**config.mk**
```make
export PLATFORM = sky130hd
export DESIGN_NAME = pio_unit
export DESIGN_NICKNAME = d
export VERILOG_FILES = /design/src/rtl/pio_unit.sv
export SDC_FILE = /design/constraint.sdc
export NUM_CORES = 2
export LEC_CHECK = 0
export CORE_MARGIN = 2
export CORE_UTILIZATION = 45
export DETAILED_ROUTE_END_ITERATION = 7
export MAX_ROUTING_LAYER = met4
export PLACE_DENSITY_LB_ADDON = 0.12
export SLEW_MARGIN = 10
export SYNTH_ARGS = -nofsm -noshare
export SYNTH_HDL_FRONTEND = slang
export SYNTH_SLANG_ARGS = --single-unit
```
**constraint.sdc**
```tcl
create_clock -name clk -period 5 [get_ports clk]
set_input_delay 0.75 -clock clk [delete_from_list [all_inputs] [get_ports clk]]
set_output_delay 0.75 -clock clk [all_outputs]
set_load 0.03 [all_outputs]
```
**src/rtl/pio_unit.sv**
```systemverilog
// pio_unit: NUM_SM JMP/SET state machines sharing a 32-word program memory and driving a 32-bit GPIO bank.
// Define PIO_READBACK_EN to make actions 4 (X) and 8 (pc) load dout; otherwise dout is tied to 0.
module pio_unit #(
    parameter int NUM_SM = 4
) (
    input  logic        clk,
    input  logic        reset,
    input  logic [3:0]  action,
    input  logic [4:0]  index,
    input  logic [1:0]  mindex,
    input  logic [31:0] din,
    output logic [31:0] dout,
    input  logic [31:0] gpio_in,
    output logic [31:0] gpio_out,
    output logic [31:0] gpio_dir
);
    logic [15:0] mem [32];
    logic [15:0] inst [NUM_SM];
    logic [4:0]  pc [NUM_SM], pc_n [NUM_SM], dly [NUM_SM], dly_n [NUM_SM];
    logic [4:0]  wrap_top [NUM_SM], wrap_bottom [NUM_SM], set_base [NUM_SM], jmp_pin [NUM_SM];
    logic [2:0]  set_count [NUM_SM], dst [NUM_SM];
    logic [31:0] x [NUM_SM], x_n [NUM_SM], y [NUM_SM], y_n [NUM_SM];
    logic [24:0] acc [NUM_SM], acc_n [NUM_SM], sum [NUM_SM];
    logic [23:0] div [NUM_SM], lim [NUM_SM];
    logic [7:0]  conds [NUM_SM], dat [NUM_SM];
    logic [NUM_SM-1:0] en, tick, run, is_jmp, is_set, taken;
    logic [31:0] out_n, dir_n;
    logic        unused_din;

    assign unused_din = &din[31:24];

    // SMs are applied in ascending order so a higher-numbered SM overrides a lower one on the same pin.
    always_comb begin
        out_n = gpio_out;
        dir_n = gpio_dir;
        for (int s = 0; s < NUM_SM; s++) begin
            inst[s] = mem[pc[s]];
            lim[s] = div[s] < 24'h100 ? 24'h100 : div[s];
            sum[s] = acc[s] + 25'h100;
            tick[s] = en[s] && sum[s] >= {1'b0, lim[s]};
            acc_n[s] = !en[s] ? acc[s] : tick[s] ? sum[s] - {1'b0, lim[s]} : sum[s];
            run[s] = tick[s] && dly[s] == 5'd0;
            dst[s] = inst[s][7:5];
            dat[s] = {3'b0, inst[s][4:0]};
            is_jmp[s] = run[s] && inst[s][15:13] == 3'b000;
            is_set[s] = run[s] && inst[s][15:13] == 3'b111;
            conds[s] = {1'b0, gpio_in[jmp_pin[s]], x[s] != y[s], y[s] != 0, y[s] == 0, x[s] != 0, x[s] == 0, 1'b1};
            taken[s] = is_jmp[s] && conds[s][dst[s]];
            dly_n[s] = !tick[s] ? dly[s] : run[s] ? inst[s][12:8] : dly[s] - 5'd1;
            pc_n[s] = taken[s] ? inst[s][4:0] : !run[s] ? pc[s] :
                      pc[s] == wrap_top[s] ? wrap_bottom[s] : pc[s] + 5'd1;
            x_n[s] = is_jmp[s] && dst[s] == 3'b010 ? x[s] - 32'd1 :
                     is_set[s] && dst[s] == 3'b001 ? 32'(inst[s][4:0]) : x[s];
            y_n[s] = is_jmp[s] && dst[s] == 3'b100 ? y[s] - 32'd1 :
                     is_set[s] && dst[s] == 3'b010 ? 32'(inst[s][4:0]) : y[s];
            for (int i = 0; i < 7; i++) begin
                if (is_set[s] && 3'(i) < set_count[s] && dst[s] == 3'b000)
                    out_n[set_base[s] + 5'(i)] = dat[s][i];
                if (is_set[s] && 3'(i) < set_count[s] && dst[s] == 3'b100)
                    dir_n[set_base[s] + 5'(i)] = dat[s][i];
            end
        end
    end

    // Program memory survives reset; a same-cycle fetch sees the old word.
    always_ff @(posedge clk)
        if (reset && action == 4'd1) mem[index] <= din[15:0];

    always_ff @(posedge clk) begin
        if (!reset) begin
            gpio_out <= '0;
            gpio_dir <= '0;
            en <= '0;
            for (int s = 0; s < NUM_SM; s++) begin
                pc[s] <= '0;
                x[s] <= '0;
                y[s] <= '0;
                dly[s] <= '0;
                acc[s] <= '0;
                wrap_top[s] <= 5'd31;
                wrap_bottom[s] <= '0;
                div[s] <= 24'h100;
                set_base[s] <= '0;
                set_count[s] <= '0;
                jmp_pin[s] <= '0;
            end
        end else begin
            gpio_out <= out_n;
            gpio_dir <= dir_n;
            for (int s = 0; s < NUM_SM; s++) begin
                pc[s] <= pc_n[s];
                x[s] <= x_n[s];
                y[s] <= y_n[s];
                dly[s] <= dly_n[s];
                acc[s] <= acc_n[s];
                if (action == 4'd6) begin
                    en[s] <= din[s];
                    if (din[s] && !en[s]) begin
                        acc[s] <= '0;
                        dly[s] <= '0;
                    end
                end
                if (32'(mindex) == s) begin
                    if (action == 4'd2) wrap_top[s] <= din[4:0];
                    if (action == 4'd3) wrap_bottom[s] <= din[4:0];
                    if (action == 4'd5) begin
                        set_count[s] <= din[2:0];
                        set_base[s] <= din[9:5];
                        jmp_pin[s] <= din[14:10];
                    end
                    if (action == 4'd7) div[s] <= din[23:0];
                end
            end
        end
    end

`ifdef PIO_READBACK_EN
    always_ff @(posedge clk) begin
        if (!reset) dout <= '0;
        else if (32'(mindex) < NUM_SM && action == 4'd4) dout <= x[mindex];
        else if (32'(mindex) < NUM_SM && action == 4'd8) dout <= {27'b0, pc[mindex]};
    end
`else
    assign dout = '0;
`endif
endmodule

```
==> results.ini, run 1 <==
[clock_network]
numCtsBuffers = 136
cts_buffer_depth = 3
cts_num_sinks = 1164
cts-root-buf = clkbuf_16
cts_hold_buf = 0
h-tree-depth = 4

[outcome]
status = stopped before the end
error_line = [ERROR GRT-0116] Global routing finished with congestion. Check the congestion regions in the DRC Viewer.
stop_stage = global routing

[yosys]
synth_ff_type = edfxtp_1
synth_seq_area_share_pct = 32.8
syn_area_per_cell_um2 = 9.02
synth_cell_types = 102
syn_area_um2 = 95100
syn_inst = 10500
ys_ff_latch = 1164
synth_edf_count = 790
yosys_warnings = 0
synthArstFlopShare_pct = 0

[place]
dpl.hpwl_um = 517000
place_congestion = 1.26
port_buffers = 132

[global_route]
grt_pass1_wl_um = 1230000
grt_overflow_total = 1468
grtUsageTotal_pct = 81.4
grt_pass1_vias = 143000
grt_max_degree = 67

[floorplan]
initial_core_util_pct = 45.4
ios = 173
std_cell_rows = 168
die_h_um = 464
die_x_um = 464

-- cell families after synthesis --
family                   share of synthesized area (%)
adder cells (fa/ha/maj)                           1.94
other                                          0.00394
multiplexers                                      15.8
flip-flops                                        32.8
XOR/XNOR                                          3.65
AND/OR/NAND/NOR                                   20.7
AO/OA/AOI/OAI                                     21.1
buffers and inverters                             4.05
-- layer usage --
metal / GRT usage (%) / overflow
met5: - / -
met4: 77.2 / 473
met3: 66.1 / 154
met2: 93.6 / 705
met1: 82.5 / 136
-- Yosys cell counts, types with 180 or more instances --
library cell | n | area share, %
a22oi_1 | 218 | 1.7
nand3_1 | 403 | 2.1
mux2i_1 | 256 | 2.7
nand2_1 | 1114 | 4.4
o21ai_0 | 401 | 2.1
xnor2_1 | 183 | 1.7
mux4_2 | 521 | 12
and2_1 | 240 | 1.6
a21oi_1 | 581 | 3.1
clkbuf_1 | 510 | 2.0
xor2_1 | 213 | 2.0
or3_1 | 180 | 1.2
inv_1 | 194 | 0.77
nor3_1 | 254 | 1.3
nor2_1 | 1219 | 4.8
edfxtp_1 | 790 | 25
dfxtp_1 | 374 | 7.9
o22ai_1 | 335 | 2.2
-- what timing repair did --
item / in CTS
resized for setup: 1307
buffers inserted: 219
pin swaps: 421
setup endpoints to repair: 371
gates cloned: 1
hold endpoints to repair: 0
-- metrics by stage --
step	area, µm²	std cells	hold slack, ps	setup slack (ps)
after global placement	119000	15600	442	-2000
after detailed placement	119000	15600	455	-1850
after floorplan	95300	10600	436	-47.0
after CTS	132000	16000	260	-788
==> run 2, diff against run 1 <==
--- a/config.mk
+++ b/config.mk
@@ -6,10 +6,9 @@
 export NUM_CORES = 2
 export LEC_CHECK = 0
 export CORE_MARGIN = 2
-export CORE_UTILIZATION = 45
+export CORE_UTILIZATION = 30
 export DETAILED_ROUTE_END_ITERATION = 7
-export MAX_ROUTING_LAYER = met4
-export PLACE_DENSITY_LB_ADDON = 0.12
+export PLACE_DENSITY_LB_ADDON = 0.15
 export SLEW_MARGIN = 10
 export SYNTH_ARGS = -nofsm -noshare
 export SYNTH_HDL_FRONTEND = slang
==> constraint.sdc (replaced) <==
create_clock -name clk -period 6.5 [get_ports clk]
set_input_delay 0.975 -clock clk [delete_from_list [all_inputs] [get_ports clk]]
set_output_delay 0.975 -clock clk [all_outputs]
set_load 0.03 [all_outputs]
==> run 2 against run 1 <==
- the flow now finishes, with violations (design-rule violations, negative setup slack)
- synthesized area unchanged
- synthesized cell count unchanged
==> results.ini, run 2 <==
[place]
dpl.hpwl_um = 520000  ; +0.58%
dp.cells = 16000  ; +2.5%
placed_cell_area_um2 = 114000  ; -4.7%
port_buffers = 132  ; unchanged
dp_slack_ps = -833  ; +1010 ps
place_congestion = 1.12  ; -11%

[setup_path]
reg2reg_depth = 22
worstPathMaxFanout = 10
start_kind = flop
endpoint = gpio_dir[9]
worst_ep_arrival_time_ps = 7280
reg2reg_slack_ps = -40
critical_path.startpoint = acc[1][12]
reg2reg_to = gpio_dir[9]
path_class = reg -> reg
reg2reg_from = acc[1][12]
cp-end-kind = flop
required_ps = 7240

[routing]
drt_pass1_iterations = 8
wl_um = 664000
met1_length_um = 261000
drt_drc_violations_left = 2
via_count = 107000
wl_met3_um = 68200
met2WireLength_um = 282000
via_per_inst = 6.55
avgRoutedWirePerCell_um = 40.7
highest_layer = met5
drtIter0Drc = 16400
ant_nets = 0

[final_layout]
area_growth_pct = 25.7
mostFrequentLayoutCell = buf_4
instances_no_fill = 16300
regMostFlops = mem
layout.cells.most_common_list = 1734 x buf_4, 1170 x nor2_1, 1111 x nand2_1
reg_top3 = mem: 512 flops, x: 128 flops, y: 128 flops
largest_reg_flops = 512
nFillCells = 32100
final_layout_size_suffix_gt1_share_pct = 24.8
fin_nets = 12200
fin_area_um2 = 120000
final_util_pct = 37.9

[yosys]
syn_area_per_cell_um2 = 9.02  ; unchanged
synth_cell_types = 102  ; unchanged
synth.most_common_cell = nor2_1
synth.top_cell.area_share_pct = 24.9  ; unchanged
ys_top_cells_by_count = 1219 x nor2_1, 1114 x nand2_1, 790 x edfxtp_1, 581 x a21oi_1, 521 x mux4_2
syn_area_um2 = 95100  ; unchanged
syn_inst = 10500  ; unchanged
synthArstFlopShare_pct = 0  ; unchanged
yosys_warnings = 0  ; unchanged
synth_edf_count = 790  ; unchanged
synth_ff_type = edfxtp_1
ys_ff_latch = 1164  ; unchanged
yosysTopAreaCell = edfxtp_1
yosys-top-cells-area = edfxtp_1 25%, mux4_2 12%, dfxtp_1 7.9%, nor2_1 4.8%, nand2_1 4.4%
synth_seq_area_share_pct = 32.8  ; unchanged

[floorplan]
die-area_um2 = 322000
initial_core_util_pct = 30.2  ; -15 points
std_cell_rows = 206  ; +23%
die_x_um = 567  ; +22%
die_h_um = 567  ; +22%
fp.coreArea_um2 = 315000
ios = 173  ; unchanged

[clock_network]
h-tree-depth = 4  ; unchanged
numCtsBuffers = 153  ; +13%
cts_hold_buf = 0  ; unchanged
clock_latency_ps = 880
cts-root-buf = clkbuf_16
cts_tree = built
cts_num_sinks = 1164  ; unchanged
cts_buffer_depth = 4  ; +1
clk_pin_slew_ps = 100

[global_route]
grt_antenna_before_repair = 68
grt_pass1_wl_um = 889000
grtUsageTotal_pct = 39.8
grt_overflow_total = 0
grt_max_degree = 89
grt_pass1_vias = 101000

[sta]
setup_viol = 1
max_freq_ghz = 0.153
finClkSkew_ps = 88.5
relSlewSlack_pct = 4.22
rsz0062_at_grt = yes
hold_viol_final = 0
drv_slew = 0
fin_crit_sh_pct = 101
worstMarginPinSlew_ps = 1420
period_minus_slack_ps = 6540
fin_ws_ps = -36.7

[power]
peakVddDrop_mv = 0.198
p_leak_nw = 40.9
cellPowerDensity_nw_per_um2 = 168

[outcome]
status = finished with violations
violations = design-rule violations, negative setup slack

[flow_run]
drv_cap = 0

[hold_path]
hold_class = reg -> reg

run 2: cell counts after synthesis:
Identical to the previous run, type by type.
run 2: final cells by class:
| type | instances | area (µm²) | share of cell area [%] |
|---|---|---|---|
| Multi-Input combinational cell | 8483 | 61200 | 51.2 |
| Sequential cell | 1164 | 31300 | 26.1 |
| Timing Repair Buffer | 1955 | 15900 | 13.3 |
| Tap cell | 4160 | 5200 | 4.35 |
| Clock buffer | 190 | 4120 | 3.44 |
| Clock inverter | 87 | 975 | 0.815 |
| Inverter | 204 | 773 | 0.647 |
| Antenna cell | 55 | 138 | 0.115 |
run 2: where the power goes:
group	switching, mW	internal (mW)
Sequential	0.111	8.02
Clock	3.67	5.17
Combinational	2.27	0.880
run 2: through the flow:
stage	total power [mW]	TNS (ps)	hold WS, ps
after floorplan	9.75	0	436
after global placement	11.3	-4670	446
after detailed placement	11.3	-3390	452
after CTS	20.1	-8.24	460
after global routing	20.6	-201	477
final	20.1	-36.7	456
run 2: worst min path at each step:
| stage | depth (start not counted) | start | endpoint | slack (ps) |
|---|---|---|---|---|
| 2_1_floorplan | 2 | acc[3][2] | acc[3][2] | 440 |
| 3_3_place_gp | 2 | acc[3][5] | acc[3][5] | 450 |
| 3_5_place_dp | 2 | acc[3][4] | acc[3][4] | 450 |
| 4_1_cts | 2 | acc[3][4] | acc[3][4] | 460 |
| 5_1_grt | 2 | acc[3][7] | acc[3][7] | 480 |
| 6_report | 2 | acc[3][4] | acc[3][4] | 460 |
run 2: per-layer routing:
metal  up-vias  GRT usage [%]
li1      43800              -
met1     53800           50.7
met2      7338           59.5
met3      1747           10.2
met4        46           26.1
met5         -              0
run 2: repair_timing:
action / 4_1_cts / 5_1_grt
gates cloned: 0 / 0
setup buffers: 5 / 11
pin swaps: 6 / 31
setup endpoints to repair: 17 / 39
gates resized for setup: 32 / 84
run 2: worst max-delay path: stages, from the launching register on:
cell and delay [ps]:
edfxtp_1 410, and4_4 290, and4_1 300, nand3_1 120
xnor2_1 180, ha_1 380, and4_1 310, nand3_1 150
nor4_1 190, a21oi_1 150, a21o_1 240, buf_12 150
a211o_1 440, buf_4 300, nor3_1 750, a22oi_1 240
nand3_1 140, o21ai_0 290, nor3_1 680, buf_4 230
nor2_2 80, a21oi_1 160, buf_4 200
run 2: cells by family (layout without fill, tap and decap cells):
group / after synthesis / count (layout) / synth area share, %
buffers and inverters: 930 / 2436 / 4.05
adders and majority gates: 145 / 145 / 1.94
and+or+nand+nor: 4152 / 4152 / 20.7
xor gates and xnor gates: 396 / 396 / 3.65
AOI/OAI and AO/OA: 2915 / 2915 / 21.1
other: 1 / 87 / 0.00394
DFF: 1164 / 1164 / 32.8
muxes: 843 / 843 / 15.8
Note: power is estimated with default switching activity, not from simulation.
